`src/rtl/rx_unit_if.sv`:
```
// Receive-side bus between the serial pins and the prefetcher/load path consumers.
// slave is the receive front end; master is whatever drives the pins and watches the strobes.
interface rx_unit_if #(
    parameter int IO_BITS        = 2,
    parameter int PAYLOAD_CYCLES = 8
);
    localparam int CNT_W = $clog2(PAYLOAD_CYCLES) + 1;

    logic [IO_BITS-1:0] rx_pins;
    logic               tx_request_issued;
    logic               rx_started;
    logic               rx_active;
    logic [IO_BITS-1:0] rx_sbs;
    logic               rx_sbs_valid;
    logic               rx_data_valid;
    logic               rx_load_valid;
    logic [CNT_W-1:0]   rx_counter;
    logic               rx_done;
    logic               rx_load_done;
    logic               rx_ack;
    logic               rx_can_issue;
    logic               rx_error;

    modport slave (
        input  rx_pins, tx_request_issued,
        output rx_started, rx_active, rx_sbs, rx_sbs_valid, rx_data_valid, rx_load_valid,
               rx_counter, rx_done, rx_load_done, rx_ack, rx_can_issue, rx_error
    );

    modport master (
        output rx_pins, tx_request_issued,
        input  rx_started, rx_active, rx_sbs, rx_sbs_valid, rx_data_valid, rx_load_valid,
               rx_counter, rx_done, rx_load_done, rx_ack, rx_can_issue, rx_error
    );
endinterface

```
`src/rtl/rx_unit.sv`:
```
// Serial receive front end: start/type/payload framing, payload steering, outstanding-request tracking.
// Strobes are decoded combinationally from state and live rx_pins (zero latency); no backpressure, pins are always consumed.
module rx_unit #(
    parameter int IO_BITS        = 2,
    parameter int PAYLOAD_CYCLES = 8,
    parameter int MAX_PENDING    = 3
) (
    input  logic       clk,
    input  logic       reset,
    rx_unit_if.slave   bus
);
    localparam int CNT_W  = $clog2(PAYLOAD_CYCLES) + 1;
    localparam int PEND_W = $clog2(MAX_PENDING + 1);

    localparam logic [CNT_W-1:0]   LAST_CNT = CNT_W'(PAYLOAD_CYCLES - 1);
    localparam logic [PEND_W-1:0]  MAX_PEND = PEND_W'(MAX_PENDING);
    localparam logic [IO_BITS-1:0] SYM_PREF = IO_BITS'(1);
    localparam logic [IO_BITS-1:0] SYM_LOAD = IO_BITS'(2);
    localparam logic [IO_BITS-1:0] SYM_ACK  = IO_BITS'(3);

    typedef enum logic [1:0] {
        ST_IDLE,
        ST_TYPE,
        ST_PAY_P,
        ST_PAY_L
    } state_t;

    state_t              state_q, state_d;
    logic [CNT_W-1:0]    cnt_q, cnt_d;
    logic [PEND_W-1:0]   pending_q, pending_d;
    logic                error_q, error_d;

    logic                pins_nz;
    logic                in_type;
    logic                in_pay_p;
    logic                in_pay_l;
    logic                last_cyc;
    logic                start_hit;
    logic                done_p;
    logic                done_l;
    logic                ack_hit;
    logic                type_bad;
    logic                rsp_done;
    logic                req_inc;

    // Raw decode from state, counter and live pins; reset gating is applied at the ports.
    always_comb begin
        pins_nz   = |bus.rx_pins;
        in_type   = (state_q == ST_TYPE);
        in_pay_p  = (state_q == ST_PAY_P);
        in_pay_l  = (state_q == ST_PAY_L);
        last_cyc  = (cnt_q == LAST_CNT);
        start_hit = (state_q == ST_IDLE) && pins_nz;
        done_p    = in_pay_p && last_cyc;
        done_l    = in_pay_l && last_cyc;
        ack_hit   = in_type && (bus.rx_pins == SYM_ACK);
        type_bad  = in_type && (bus.rx_pins != SYM_PREF) && (bus.rx_pins != SYM_LOAD)
                            && (bus.rx_pins != SYM_ACK);
        rsp_done  = done_p || done_l || ack_hit;
        req_inc   = bus.tx_request_issued;
    end

    // Frame sequencing: start -> type -> optional payload -> idle.
    always_comb begin
        state_d = state_q;
        cnt_d   = cnt_q;
        case (state_q)
            ST_IDLE: begin
                cnt_d = '0;
                if (pins_nz) begin
                    state_d = ST_TYPE;
                end
            end
            ST_TYPE: begin
                cnt_d = '0;
                if (bus.rx_pins == SYM_PREF) begin
                    state_d = ST_PAY_P;
                end else if (bus.rx_pins == SYM_LOAD) begin
                    state_d = ST_PAY_L;
                end else begin
                    state_d = ST_IDLE;
                end
            end
            ST_PAY_P, ST_PAY_L: begin
                if (last_cyc) begin
                    state_d = ST_IDLE;
                    cnt_d   = '0;
                end else begin
                    cnt_d = cnt_q + 1'b1;
                end
            end
            default: begin
                state_d = ST_IDLE;
                cnt_d   = '0;
            end
        endcase
    end

    // A matched request/response pair in one cycle cancels out, so it can neither overflow nor underflow.
    always_comb begin
        pending_d = pending_q;
        error_d   = error_q | type_bad;
        if (req_inc && !rsp_done) begin
            if (pending_q == MAX_PEND) begin
                error_d = 1'b1;
            end else begin
                pending_d = pending_q + 1'b1;
            end
        end else if (rsp_done && !req_inc) begin
            if (pending_q == '0) begin
                error_d = 1'b1;
            end else begin
                pending_d = pending_q - 1'b1;
            end
        end
    end

    always_ff @(posedge clk) begin
        if (reset) begin
            state_q   <= ST_IDLE;
            cnt_q     <= '0;
            pending_q <= '0;
            error_q   <= 1'b0;
        end else begin
            state_q   <= state_d;
            cnt_q     <= cnt_d;
            pending_q <= pending_d;
            error_q   <= error_d;
        end
    end

    // Outputs are forced to their reset values while reset is held, even mid-message.
    assign bus.rx_started    = !reset && start_hit;
    assign bus.rx_active     = !reset && (state_q != ST_IDLE);
    assign bus.rx_sbs_valid  = !reset && in_type;
    assign bus.rx_sbs        = (!reset && in_type) ? bus.rx_pins : '0;
    assign bus.rx_data_valid = !reset && in_pay_p;
    assign bus.rx_load_valid = !reset && in_pay_l;
    assign bus.rx_counter    = reset ? '0 : cnt_q;
    assign bus.rx_done       = !reset && done_p;
    assign bus.rx_load_done  = !reset && done_l;
    assign bus.rx_ack        = !reset && ack_hit;
    assign bus.rx_can_issue  = reset || (pending_q < MAX_PEND);
    assign bus.rx_error      = !reset && error_q;

endmodule

```
`src/flat_wrapper.sv`:
```
// flat-port wrapper written by rule: the top's interface ports become plain ports
module rx_unit_flat 
#(
    parameter int IO_BITS        = 2,
    parameter int PAYLOAD_CYCLES = 8,
    parameter int MAX_PENDING    = 3
)
  (clk, reset, bus_rx_pins, bus_tx_request_issued, bus_rx_started, bus_rx_active, bus_rx_sbs, bus_rx_sbs_valid, bus_rx_data_valid, bus_rx_load_valid, bus_rx_counter, bus_rx_done, bus_rx_load_done, bus_rx_ack, bus_rx_can_issue, bus_rx_error);
  rx_unit_if #(.IO_BITS(IO_BITS), .PAYLOAD_CYCLES(PAYLOAD_CYCLES)) bus_i ();
  input  logic clk;
  input  logic reset;
  input wire logic [$bits(bus_i.rx_pins)-1:0] bus_rx_pins;
  input wire logic [$bits(bus_i.tx_request_issued)-1:0] bus_tx_request_issued;
  output wire logic [$bits(bus_i.rx_started)-1:0] bus_rx_started;
  output wire logic [$bits(bus_i.rx_active)-1:0] bus_rx_active;
  output wire logic [$bits(bus_i.rx_sbs)-1:0] bus_rx_sbs;
  output wire logic [$bits(bus_i.rx_sbs_valid)-1:0] bus_rx_sbs_valid;
  output wire logic [$bits(bus_i.rx_data_valid)-1:0] bus_rx_data_valid;
  output wire logic [$bits(bus_i.rx_load_valid)-1:0] bus_rx_load_valid;
  output wire logic [$bits(bus_i.rx_counter)-1:0] bus_rx_counter;
  output wire logic [$bits(bus_i.rx_done)-1:0] bus_rx_done;
  output wire logic [$bits(bus_i.rx_load_done)-1:0] bus_rx_load_done;
  output wire logic [$bits(bus_i.rx_ack)-1:0] bus_rx_ack;
  output wire logic [$bits(bus_i.rx_can_issue)-1:0] bus_rx_can_issue;
  output wire logic [$bits(bus_i.rx_error)-1:0] bus_rx_error;
  assign bus_i.rx_pins = bus_rx_pins;
  assign bus_i.tx_request_issued = bus_tx_request_issued;
  assign bus_rx_started = bus_i.rx_started;
  assign bus_rx_active = bus_i.rx_active;
  assign bus_rx_sbs = bus_i.rx_sbs;
  assign bus_rx_sbs_valid = bus_i.rx_sbs_valid;
  assign bus_rx_data_valid = bus_i.rx_data_valid;
  assign bus_rx_load_valid = bus_i.rx_load_valid;
  assign bus_rx_counter = bus_i.rx_counter;
  assign bus_rx_done = bus_i.rx_done;
  assign bus_rx_load_done = bus_i.rx_load_done;
  assign bus_rx_ack = bus_i.rx_ack;
  assign bus_rx_can_issue = bus_i.rx_can_issue;
  assign bus_rx_error = bus_i.rx_error;
  rx_unit #(.IO_BITS(IO_BITS), .PAYLOAD_CYCLES(PAYLOAD_CYCLES), .MAX_PENDING(MAX_PENDING)) u_core (.clk(clk), .reset(reset), .bus(bus_i));
endmodule
```
`config.mk`:
```
export PLATFORM = sky130hd
export DESIGN_NAME = rx_unit_flat
export DESIGN_NICKNAME = d
export VERILOG_FILES = /design/src/rtl/rx_unit_if.sv /design/src/rtl/rx_unit.sv /design/src/flat_wrapper.sv
export SDC_FILE = /design/constraint.sdc
export NUM_CORES = 1
export LEC_CHECK = 0
export BUFFER_PORTS_ARGS = -buffer_cell sky130_fd_sc_hd__buf_2
export CORE_AREA = 2 2 39 41
export DETAILED_ROUTE_END_ITERATION = 10
export DIE_AREA = 0 0 41 43
export PLACE_DENSITY = 0.74
export REMOVE_ABC_BUFFERS = 1
export SKIP_LAST_GASP = 1
export SLEW_MARGIN = 20
export SYNTH_ARGS = -nofsm -noshare
export SYNTH_HDL_FRONTEND = slang
export SYNTH_SLANG_ARGS = --single-unit
```
`constraint.sdc`:
```
create_clock -name clk -period 3.7 [get_ports clk]
set_clock_uncertainty 0.15 [all_clocks]
set_input_delay 0.37 -clock clk [delete_from_list [all_inputs] [get_ports clk]]
set_output_delay 0.37 -clock clk [all_outputs]
set_load 0.1 [all_outputs]
```
==> results.sh, run 1 <==
export IMPL_worst_slew_pin_slew_ps=489.4
export IMPL_viasPerCell=5.196
export IMPL_area_delta_synth_final_pct=18.20
export IMPL_criticalPathCategory="flop to output pin"
export IMPL_clockRootBuffer="clkbuf_4"
export IMPL_grt_use_total_pct=17.42
export IMPL_ir_drop_v=0.0002290
export IMPL_drtPass1Iterations=2
export IMPL_slew_headroom_pct=67.60
export IMPL_cts_repair_resized=0
export IMPL_crit_arrival_ps=1720
export IMPL_synthFlopType="dfxtp_1"
export IMPL_cts_buffer_depth=2
export IMPL_drc=0
export IMPL_status="finished, final reports clean"
export IMPL_yosysTopAreaCell="dfxtp_1"
export IMPL_start_util_pct=47.20
export IMPL_cts_made_buffers=3
export IMPL_dp_hpwl_um=908.4
export IMPL_finalCritPeriodShare_pct=60.58
export IMPL_synth_seq_area_share_pct=27.59
export IMPL_synth_distinct_cells=31
export IMPL_cts_sinks=9
export IMPL_critPathMaxFanout=10
export IMPL_drv_slew=0
export IMPL_grt_pass1_vias=502
export IMPL_stdcell_area_sq_um=772.0
export IMPL_fp_coreArea_sq_um=1384
export IMPL_hold_viol=0
export IMPL_layout_nets=107
export IMPL_place_area_sq_um=744.5
export IMPL_ff2ff_path_depth=4
export IMPL_ys_top_cells_by_area="dfxtp_1, ha_1, nor2b_1"
export IMPL_holdWs_ps=307.1
export IMPL_fmax_ghz=0.4461
export IMPL_cp_num_cells=4
export IMPL_postCtsSetupBuffers=0
export IMPL_synth_most_common_cell="dfxtp_1"
export IMPL_die_y_um=43
export IMPL_path_buf_inv=1
export IMPL_globalplace_congestion=0.7079
export IMPL_path_delay_family="flip-flops"
export IMPL_wirelength_um=1238
export IMPL_rows=14
export IMPL_htree_levels=1
export IMPL_grt_max_degree=21
export IMPL_die_w_um=41
export IMPL_async_flop_share_pct=0
export IMPL_synth_seq_cells=9
export IMPL_grt_first_pass_wirelength_um=2083
export IMPL_dieArea_sq_um=1763
export IMPL_synthesis_instances=77
export IMPL_antenna_found_initial=0
export IMPL_crit_chain="nor2b_1 > nand2_1 > nor2_1 > buf_2"
export IMPL_total_power_uw=286.1
export IMPL_slowest_delay_ps=560
export IMPL_overflow=0
export IMPL_end_kind="output pin"
export IMPL_synthTopCellsByCount="dfxtp_1, nor2_1, nor2b_1"
export IMPL_wire_per_inst_um=11.05
export IMPL_setup_viol=0
export IMPL_period_minus_slack_ps=2242
export IMPL_diodes=0
export IMPL_cts_tree="done"
export IMPL_holdPathStages=1
export IMPL_p_leak_uw=0.0004128
export IMPL_drt_initial_drc_count=1
export IMPL_r2r_slack_ps=2130
export IMPL_postCtsHoldBufs=0
export IMPL_netlist_area_sq_um=653.1
export IMPL_synth_top_area_share_pct=27.59
export IMPL_clk_pin_slew_worst_paths_ps=70
export IMPL_rsz0062_at_grt="false"
export IMPL_cap_violations=0
export IMPL_port_buffers=20
export IMPL_vias=582
export IMPL_insertion_delay_ps=270
export IMPL_worst_endpoint_required_ps=3180
export IMPL_drive_gt1_share_pct=28.13
export IMPL_synth_edf_count=0
export IMPL_synth_area_per_cell_sq_um=8.482
export IMPL_cpMaxStageDelayCell="dfxtp_1"
export IMPL_hp_class="flop to flop"
export IMPL_worst_setup_path_start_kind="flop"
export IMPL_io_pins=21
export IMPL_powerDensity_nw_per_um2=370.6
export IMPL_ant_nets=0
export IMPL_yosys_warnings=0
layout by cell type, fill, tap and decap left out:
| cell type | n |
|---|---|
| nand3b_4 | 1 |
| a31oi_1 | 3 |
| and3_1 | 2 |
| nor3_1 | 2 |
| nand3_1 | 3 |
| a22o_1 | 1 |
| o32ai_1 | 1 |
| nand4b_4 | 1 |
| nor2b_1 | 6 |
| or4b_1 | 1 |
| o211ai_1 | 2 |
| nand3b_1 | 3 |
| clkbuf_4 | 3 |
| nor3b_1 | 2 |
| a21oi_1 | 2 |
| nor4_1 | 1 |
| clkinv_2 | 1 |
| nand2_1 | 4 |
| xnor2_1 | 1 |
| ha_1 | 5 |
| a2111o_1 | 1 |
| dfxtp_1 | 9 |
| inv_1 | 5 |
| buf_2 | 20 |
| nor2_1 | 7 |
| nand2b_1 | 2 |
| and2_1 | 3 |
| xor2_1 | 1 |
| or3_1 | 1 |
| nand4b_1 | 1 |
| nor3b_2 | 1 |
where the power goes:
group	switching (uW)	total [uW]	internal [uW]	leakage (uW)
clock	38.6	78.6	40.0	0.0000177
sequential	13.3	117	104	0.0000736
combinational	68.6	90.4	21.9	0.000322
registers in the layout, indices dropped and copies added (netlist names):
signal and cells:
u_core.cnt_q 4, u_core.pending_q 2, u_core.state_q 2, u_core.error_q 1
kinds of logic after synthesis:
logic type                 after synthesis  synth area share [%]
and+or+nand+nor                         41                 41.76
xor gates and xnor gates                 2                 2.682
DFF                                      9                 27.59
buffers and inverters                   10                 7.280
adders and majority gates                5                 9.579
AOI/OAI and AO/OA                       10                 11.11
routing by layer:
layer	wire, um	global-route usage, %
met3	70	9.424
met1	574	21.43
met2	586	25.94
met4	6	4.000
met5	0	0
metrics by stage:
step | setup TNS, ps | worst slack (ps) | util (%) | cells
final | 0 | 1458 | 55.79 | 112
after global routing | 0 | 1316 | 55.79 | 112
after CTS | 0 | 1427 | 55.79 | 112
after detailed placement | 0 | 1714 | 53.80 | 108
after global placement | 0 | 1729 | 53.80 | 108
after floorplan | -240.1 | -240.1 | - | 72
layout make-up:
class                      count  area, sq um
clock buffer                   3        22.52
clock inverter                 1        5.005
fill                         127        611.8
inverter                       5        18.77
multi-input combinational     58        425.4
sequential                     9        180.2
tap                           16        20.02
timing repair buffer          20        100.1
worst paths after layout:
check	from	to
worst max-delay path	u_core.state_q[1]$_SDFFE_PP0P_	bus_rx_load_done
worst min-delay path	u_core.cnt_q[0]$_SDFF_PP0_	u_core.cnt_q[0]$_SDFF_PP0_
worst max register to register	u_core.cnt_q[0]$_SDFF_PP0_	u_core.error_q$_SDFF_PP0_
worst min register to register	u_core.cnt_q[0]$_SDFF_PP0_	u_core.cnt_q[0]$_SDFF_PP0_
No activity file was read; power rests on OpenSTA's default activity.
==> run 2, diff against run 1 <==
--- a/config.mk
+++ b/config.mk
@@ -6,10 +6,9 @@
 export NUM_CORES = 1
 export LEC_CHECK = 0
 export BUFFER_PORTS_ARGS = -buffer_cell sky130_fd_sc_hd__buf_2
-export CORE_AREA = 2 2 39 41
+export CORE_UTILIZATION = 48
 export DETAILED_ROUTE_END_ITERATION = 10
-export DIE_AREA = 0 0 41 43
-export PLACE_DENSITY = 0.74
+export PLACE_DENSITY = 0.73
 export REMOVE_ABC_BUFFERS = 1
 export SKIP_LAST_GASP = 1
 export SLEW_MARGIN = 20
==> constraint.sdc (replaced) <==
create_clock -name clk -period 2.15 [get_ports clk]
set_clock_uncertainty 0.15 [all_clocks]
set_input_delay 0.215 -clock clk [delete_from_list [all_inputs] [get_ports clk]]
set_output_delay 0.215 -clock clk [all_outputs]
set_load 0.1 [all_outputs]
==> results.sh, run 2 (synthesis gave the netlist of run 1 again) <==
export IMPL_cts_repair_resized=0
export IMPL_postCtsHoldBufs=0
export IMPL_largest_register_ffs=4
export IMPL_reg_top3="u_core.cnt_q (4), u_core.pending_q (2), u_core.state_q (2)"
export IMPL_top_register="u_core.cnt_q"
export IMPL_period_minus_slack_ps=2009
export IMPL_die_y_um=38.89
export IMPL_end_kind="output pin"
export IMPL_final_common_cell="buf_2"
export IMPL_ant_nets=0
export IMPL_drv_slew=0
export IMPL_grt_pass1_vias=546
export IMPL_antenna_found_initial=0
export IMPL_grt_max_degree=21
export IMPL_crit_chain="nor2b_1 > nand2_1 > inv_1 > buf_2"
export IMPL_htree_levels=1
export IMPL_holdWs_ps=171.3
export IMPL_postCtsSetupBuffers=0
export IMPL_drtPass1Iterations=5
export IMPL_clk_pin_slew_worst_paths_ps=70
export IMPL_critPathMaxFanout=10
export IMPL_grt_met3_usage_pct=3.468
export IMPL_globalplace_congestion=0.7531
export IMPL_slew_headroom_pct=67.20
export IMPL_cts_tree="done"
export IMPL_n_fill_cell=115
export IMPL_mostFrequentLayoutCells="buf_2, dfxtp_1, clkbuf_4"
export IMPL_clockRootBuffer="clkbuf_4"
export IMPL_grt_use_total_pct=21.34
export IMPL_worst_setup_path_start_kind="flop"
export IMPL_fp_coreArea_sq_um=1186
export IMPL_insertion_delay_ps=250
export IMPL_vias=616
export IMPL_cts_buffer_depth=2
export IMPL_gr_usage_met2_pct=35.83
export IMPL_crit_arrival_ps=1640
export IMPL_rows=12
export IMPL_area_delta_synth_final_pct=19.54
export IMPL_io_pins=21
export IMPL_hold_viol=0
export IMPL_viasPerCell=5.600
export IMPL_overflow=0
export IMPL_p_leak_uw=0.0004069
export IMPL_total_power_uw=488.9
export IMPL_slowest_delay_ps=550
export IMPL_worst_slew_pin_slew_ps=495.3
export IMPL_top_usage_layer="met2"
export IMPL_worst_endpoint_required_ps=1780
export IMPL_ir_drop_v=0.0003488
export IMPL_layout_nets=107
export IMPL_path_delay_family="flip-flops"
export IMPL_hp_class="input pin to flop"
export IMPL_regArea_sq_um=180.2
export IMPL_setup_viol=0
export IMPL_wirelength_um=1288
export IMPL_dp_hpwl_um=958.4
export IMPL_cts_made_buffers=3
export IMPL_die_w_um=38.89
export IMPL_drt_initial_drc_count=6
export IMPL_wire_per_inst_um=11.71
export IMPL_cpMaxStageDelayCell="dfxtp_1"
export IMPL_diodes=0
export IMPL_path_buf_inv=2
export IMPL_drc=0
export IMPL_status="finished, final reports clean"
export IMPL_fmax_ghz=0.4977
export IMPL_cts_sinks=9
export IMPL_grt_util_met1_pct=25.96
export IMPL_powerDensity_nw_per_um2=626.2
export IMPL_fin_util_pct=65.82
export IMPL_drive_gt1_share_pct=27.08
export IMPL_criticalPathCategory="flop to output pin"
export IMPL_grt_first_pass_wirelength_um=2235
export IMPL_port_buffers=20
export IMPL_tns_ps=0
export IMPL_multi_input_area_sq_um=425.4
export IMPL_dieArea_sq_um=1512
export IMPL_cap_violations=0
export IMPL_start_util_pct=55.06
export IMPL_finalCritPeriodShare_pct=93.45
## run 2: cell types whose count changed in the layout (fill, tap and decap cells not counted)
cell,previous run,this run
buf_2,20,15
clkbuf_1,0,1
clkbuf_4,3,8
clkinv_2,1,0
## run 2: final timing paths
| check | from | to | slack, ps | depth (start not counted) |
|---|---|---|---|---|
| max | u_core.state_q[1]$_SDFFE_PP0P_ | bus_rx_load_valid | 140 | 4 |
| min | bus_tx_request_issued | u_core.pending_q[0]$_SDFFE_PP0P_ | 170 | 3 |
| max reg2reg | u_core.cnt_q[0]$_SDFF_PP0_ | u_core.error_q$_SDFF_PP0_ | 600 | 4 |
| min reg2reg | u_core.cnt_q[0]$_SDFF_PP0_ | u_core.cnt_q[0]$_SDFF_PP0_ | 320 | 1 |
## run 2: cell type report
class                           instances  area share (%)
Inverter                                5           2.404
Clock buffer                            4           3.365
Sequential cell                         9           23.08
Multi-Input combinational cell         58           54.49
Timing Repair Buffer                   20           14.42
Tap cell                               14           2.244
## run 2: power by group
group | total, uW | switching [uW] | internal [uW]
Combinational | 158 | 120 | 38.8
Clock | 129 | 57.7 | 71.4
Sequential | 202 | 22.8 | 179
Total | 489 | 200 | 289
## run 2: per-layer routing
| layer | vias to the layer above | wire length, um |
|---|---|---|
| li1 | 308 | - |
| met1 | 289 | 647 |
| met2 | 17 | 581 |
| met3 | 2 | 47 |
| met4 | 0 | 11 |
| met5 | - | 0 |
## run 2: worst min-delay path, delay by kind of cell
kind	cells	cell delay (ps)
buf+inv	1	150
simple gates	2	160
## run 2: per-stage QoR
| step | worst slack (ps) | instances | cell area, sq um |
|---|---|---|---|
| after detailed placement | 331.2 | 106 | 742.0 |
| final | 140.8 | 110 | 780.7 |
| after floorplan | -1545 | 72 | 624.3 |
| after global routing | -0.5158 | 110 | 780.7 |
| after CTS | 43.32 | 110 | 768.2 |
| after global placement | 341.1 | 106 | 742.0 |
